### src/rtl/serial_sub.sv
// Bit-serial WIDTH-bit subtractor (a - b, LSB first) with valid/ready word interfaces.
// Optional signed-overflow flag enabled by defining SERIAL_SUB_OVF_EN.
module serial_sub #(
    parameter int unsigned WIDTH = 8
) (
    input  logic             clk,
    input  logic             rst,
    input  logic             in_valid,
    output logic             in_ready,
    input  logic [WIDTH-1:0] a,
    input  logic [WIDTH-1:0] b,
    output logic             out_valid,
    input  logic             out_ready,
    output logic [WIDTH-1:0] diff,
    output logic             borrow,
    output logic             ovf,
    output logic             bit_out,
    output logic             bit_valid,
    output logic             busy
);

    localparam int unsigned CW = $clog2(WIDTH) + 1;
    localparam logic [CW-1:0] LAST = CW'(WIDTH - 1);

    typedef enum logic [1:0] {IDLE, RUN, DONE} state_t;

    state_t           state;
    logic [WIDTH-1:0] sa;
    logic [WIDTH-1:0] sb;
    logic [WIDTH-1:0] diff_r;
    logic [CW-1:0]    count;
    logic             br;
    logic             borrow_r;
    logic             out_valid_r;

    logic a0, b0, d, br_next;
    logic accept, last, release_done;

    assign a0      = sa[0];
    assign b0      = sb[0];
    assign d       = a0 ^ b0 ^ br;
    // Borrow generate: majority(~a0, b0, br).
    assign br_next = (~a0 & b0) | (~(a0 ^ b0) & br);

    assign in_ready     = (state == IDLE) && !rst;
    assign accept       = in_valid && in_ready;
    assign last         = (state == RUN) && (count == LAST);
    assign release_done = (state == DONE) && out_ready;

    assign bit_valid = (state == RUN) && !rst;
    assign bit_out   = bit_valid & d;
    assign busy      = (state != IDLE) && !rst;

    assign diff      = diff_r;
    assign borrow    = borrow_r;
    assign out_valid = out_valid_r;

    always_ff @(posedge clk) begin
        if (rst) begin
            state       <= IDLE;
            sa          <= '0;
            sb          <= '0;
            diff_r      <= '0;
            count       <= '0;
            br          <= 1'b0;
            borrow_r    <= 1'b0;
            out_valid_r <= 1'b0;
        end else begin
            case (state)
                IDLE: begin
                    if (accept) begin
                        sa    <= a;
                        sb    <= b;
                        br    <= 1'b0;
                        count <= '0;
                        state <= RUN;
                    end
                end
                RUN: begin
                    sa     <= sa >> 1;
                    sb     <= sb >> 1;
                    diff_r <= {d, diff_r[WIDTH-1:1]};
                    br     <= br_next;
                    count  <= count + CW'(1);
                    if (last) begin
                        borrow_r    <= br_next;
                        out_valid_r <= 1'b1;
                        state       <= DONE;
                    end
                end
                DONE: begin
                    if (out_ready) begin
                        out_valid_r <= 1'b0;
                        state       <= IDLE;
                    end
                end
                default: state <= IDLE;
            endcase
        end
    end

`ifdef SERIAL_SUB_OVF_EN
    logic a_msb, b_msb, ovf_r;

    always_ff @(posedge clk) begin
        if (rst) begin
            a_msb <= 1'b0;
            b_msb <= 1'b0;
            ovf_r <= 1'b0;
        end else begin
            if (accept) begin
                a_msb <= a[WIDTH-1];
                b_msb <= b[WIDTH-1];
                ovf_r <= 1'b0;
            end
            // The last serial bit is the result sign bit.
            if (last) ovf_r <= (a_msb != b_msb) && (d != a_msb);
            if (release_done) ovf_r <= 1'b0;
        end
    end

    assign ovf = ovf_r;
`else
    assign ovf = 1'b0;
`endif

endmodule

### config.mk
export PLATFORM = sky130hd
export DESIGN_NAME = serial_sub
export DESIGN_NICKNAME = d
export VERILOG_FILES = /design/src/rtl/serial_sub.sv
export SDC_FILE = /design/constraint.sdc
export NUM_CORES = 1
export LEC_CHECK = 0
export CAP_MARGIN = 20
export CORE_MARGIN = 4
export CORE_UTILIZATION = 35
export DETAILED_ROUTE_END_ITERATION = 7
export GPL_ROUTABILITY_DRIVEN = 1
export HOLD_SLACK_MARGIN = 0.15
export SLEW_MARGIN = 10
export SYNTH_ARGS = -nofsm -noshare
export SYNTH_HDL_FRONTEND = slang
export SYNTH_SLANG_ARGS = --single-unit
### constraint.sdc
create_clock -name clk -period 2.4 [get_ports clk]
set_clock_uncertainty 0.1 [all_clocks]
set_input_delay 0.36 -clock clk [delete_from_list [all_inputs] [get_ports clk]]
set_output_delay 0.36 -clock clk [all_outputs]
set_load 0.1 [all_outputs]
-- After elaboration in Yosys (flattened, before gate mapping)
Index checks and enable logic that the tools add are counted.
- register bits: 33
- bits of input ports: 20
- output and inout bits: 15
- logic and storage cells: 52
- $add $sub $neg: 1
- equal/unequal tests: 6
- mux-type cells: 15
- bitwise operators: 8
- reductions and logical operators: 14
- operator list (cell ; number):
    $pmux 8 s2 ; 2
    $mux 8 ; 2
    $pmux 4 s2 ; 1
    $mux 2 ; 3
    $ne 2x2->1 const B ; 3
    $pmux 2 s3 ; 1
    $reduce_and 3->1 ; 2
    $reduce_bool 2->1 ; 3
    $logic_and 1x1->1 ; 5
    $add 4x1->4 const B ; 1
    $eq 4x3->1 const B ; 1
    $mux 4 ; 1
    $pmux 1 s2 ; 2
    $reduce_and 2->1 ; 2
    $and 1x1->1 ; 3
    $mux 1 ; 3
    $eq 2x1->1 const B ; 1
    $eq 2x2->1 const B ; 1
    $logic_not 2->1 ; 1
    $not 1->1 ; 2
    $xor 1x1->1 ; 2
    $logic_not 1->1 ; 1
    $or 1x1->1 ; 1

-- Logic depth before layout (Yosys ltp)
- depth after elaboration: 5
- mapped depth: 5

-- Least setup slack after synthesis
OpenSTA, ideal clock, no wires.
- kind: reg2out
- from: register state[1]
- to: output port bit_out
- arrival time: 2.913 ns
- required time: 1.940 ns
- setup slack: -0.973 ns
- stages on the path, launching flop included: 6
- path buffers: 2
- path through: dfxtp_1 > buf_6 > nand2b_1 > buf_2 > nor2_1 > and2_1
- word-level cells in the longest chain between the ends: 3
- RTL lines (what ; line ; text):
    start, declared ; 27 ; state_t state;
    start signal, assigned ; 60 ; state <= IDLE;
    start signal, assigned ; 76 ; state <= RUN;
    start signal, assigned ; 88 ; state <= DONE;
    $eq 2x1->1 ; 50 ; assign bit_valid = (state == RUN) && !rst;
    $logic_and 1x1->1 ; 50 ;
    net bit_valid ; 18 ; output logic bit_valid,
    $and 1x1->1 ; 51 ; assign bit_out = bit_valid & d;
    end, declared ; 17 ; output logic bit_out,
The timed path passes the listed nets, and every way through them passes these cells.

-- Worst setup path after layout
- from: register state[1]
- to: output port bit_out
- word-level cells in the longest chain between the ends: 3
- RTL lines (what ; line):
    $eq 2x1->1 ; 50
    $logic_and 1x1->1 ; 50
    $and 1x1->1 ; 51
Every way passes these cells.

==> results.json <==
{
  "io_buffers": 33,
  "wl_per_cell_um": 13.6,
  "met1Wirelength_um": 1620,
  "htreeDepth": 2,
  "place_inst": 245,
  "final_common_cell": "dfxtp_1",
  "ys_seq_area_frac": 0.431,
  "crit_arrival_ps": 1520,
  "grt_pass1_wl_um": 5710,
  "cts_buffers": 5,
  "cts_resized": 0,
  "status": "complete, no violations",
  "io_pins": 35,
  "overflow": 0,
  "final.period_utilization": 0.827,
  "die_w_um": 74.2,
  "grt_antenna_before_repair": 0,
  "post_route_cells_drive_above_1_share": 0.188,
  "highest_layer": "met4",
  "power_w": 0.00124,
  "min_to": "diff[0]",
  "min_from": "diff[0]",
  "grt_max_degree": 34,
  "rsz0062_at_grt": "false",
  "nets": 224,
  "ant_nets": 0,
  "cts_root_buf": "clkbuf_8",
  "period_minus_slack_ps": 1980,
  "ctsHoldBuffers": 0,
  "ys_ff_latch": 33,
  "combinationalPowerShare": 0.192,
  "powerDensity_nw_per_um2": 633,
  "final_hold_viol_count": 0,
  "cts_sinks": 33,
  "diodes": 0,
  "clock.fmax_ghz": 0.504,
  "cp-start-kind": "flop",
  "r2r_start": "state[1]",
  "fp.dieH_um": 74.2,
  "hold_class": "flop to flop",
  "worstPathMaxFanout": 10,
  "r2r_cells": 3,
  "ys_async_sr_fraction": 0,
  "most-common-layout-cells": "33 x dfxtp_1, 29 x nor2_1, 21 x nand2_1",
  "drv_slew": 0,
  "initial_utilization": 0.372,
  "setup-violations-final": 0,
  "worstReg2RegEnd": "state[1]",
  "wirelength_um": 3440,
  "p_int_w": 0.000903,
  "postCtsSetupRepairBufs": 0,
  "fillCellCount": 394,
  "power.leakage_nw": 0.726,
  "instances_no_fill": 252,
  "via_count": 1295,
  "whs_path_depth": 2,
  "hpwlAfterDp_um": 2470,
  "via_per_inst": 5.14,
  "synthFlopType": "dfxtp_1",
  "setup_tns_ps": 0,
  "grt_pass1_vias": 1288,
  "syn-cell-area_um2": 1530,
  "drv_cap": 0,
  "cts_tree": "done",
  "p_sw_w": 0.000340,
  "path_clk_slew_ps": 60,
  "syn_area_per_cell_um2": 8.86,
  "clockBufferDepth": 2,
  "core_um2": 4120,
  "ys_types": 37,
  "synth_edf_count": 0,
  "swShare": 0.274,
  "syn_nets": 195,
  "dr_wl_met2_um": 1540,
  "ys_warn_count": 0,
  "cp-end-kind": "primary output",
  "crit_required_ps": 1940,
  "peakVddDrop_uv": 308,
  "startpoint": "state[1]",
  "path_class": "flop to primary output",
  "p_seq_frac": 0.478,
  "gp_congestion": 0.780,
  "area_growth_pct": 28.1,
  "synthCells": 173,
  "dr.pass1.iters": 4,
  "grt_usage": 0.135,
  "met3WireLength_um": 236,
  "r2r_setup_slack_ps": 830,
  "die-area_um2": 5500,
  "drt_iter0_drc": 42,
  "clk_latency_ps": 280,
  "drc": 0,
  "rows": 23,
  "clock_power_share": 0.329,
  "final_util": 0.477
}
how the worst max path moves through the flow:
stage	to
global placement	bit_out
global route	bit_out
detailed placement	bit_out
finish	bit_out
floorplan	bit_out
CTS	bit_out
flip-flops by register name (all words and copies together), names as in the netlist:
| signal | count |
|---|---|
| br | 1 |
| diff | 8 |
| borrow | 1 |
| sb | 8 |
| out_valid | 1 |
| count | 4 |
| sa | 8 |
| state | 2 |
area by class of cell:
type                    instances  area (µm²)  share of cell area
repair buffers                 37         375               0.191
well taps                      50        62.6              0.0319
flip-flops and latches         33         661               0.337
inverters                       4        15.0             0.00765
multi-input cells             121         763               0.389
clock buffers                   7        86.3              0.0440
worst max-delay path, cell delays in order, from the launching register on:
cell and delay (ps):
dfxtp_1 440, nand2b_1 230, nor2_2 180, and2_1 210, buf_12 180
stage by stage:
step / cell area [µm²] / hold WS, ps / worst slack [ps]
global placement: 1880 / 344 / 496
CTS: 1960 / 360 / 394
finish: 1960 / 355 / 415
global route: 1960 / 375 / 311
detailed placement: 1880 / 351 / 438
floorplan: 1540 / 347 / -467
power by group through the flow:
stage / Combinational (W) / Sequential [W] / Clock (W)
2_1_floorplan: 0.000156 / 0.000620 / 0
3_3_place_gp: 0.000237 / 0.000606 / 0
3_5_place_dp: 0.000240 / 0.000607 / 0
4_1_cts: 0.000241 / 0.000595 / 0.000427
5_1_grt: 0.000259 / 0.000598 / 0.000451
6_report: 0.000239 / 0.000595 / 0.000410
layer usage:
metal,vias up,track usage
met2,38,0.213
met5,-,0
li1,660,-
met4,0,0.0483
met1,592,0.169
met3,5,0.0500
cells by family (layout without fill, tap and decap cells):
kind of cell	count (synthesis)	after routing	share of synthesized area
flops	33	33	0.431
fa+ha+maj	2	2	0.0212
other cells	1	1	0.00245
simple gates	67	67	0.198
buf+inv	19	48	0.0775
compound gates	51	51	0.270
Yosys cell counts, types with 2 or more instances:
| cell | instances | area share |
|---|---|---|
| buf_2 | 5 | 0.016 |
| a211oi_2 | 5 | 0.041 |
| nor2_1 | 31 | 0.076 |
| buf_6 | 5 | 0.037 |
| nand2_1 | 21 | 0.051 |
| inv_1 | 2 | 0.0049 |
| buf_1 | 3 | 0.0073 |
| or3_1 | 2 | 0.0082 |
| inv_2 | 2 | 0.0049 |
| o22ai_1 | 3 | 0.012 |
| o2bb2ai_1 | 11 | 0.063 |
| nand3b_1 | 3 | 0.015 |
| a31oi_1 | 2 | 0.0082 |
| and3b_1 | 2 | 0.011 |
| a21oi_1 | 12 | 0.039 |
| dfxtp_1 | 33 | 0.43 |
| nand3_1 | 2 | 0.0065 |
| a211oi_1 | 10 | 0.049 |
Power figures use the tool's default switching activity.
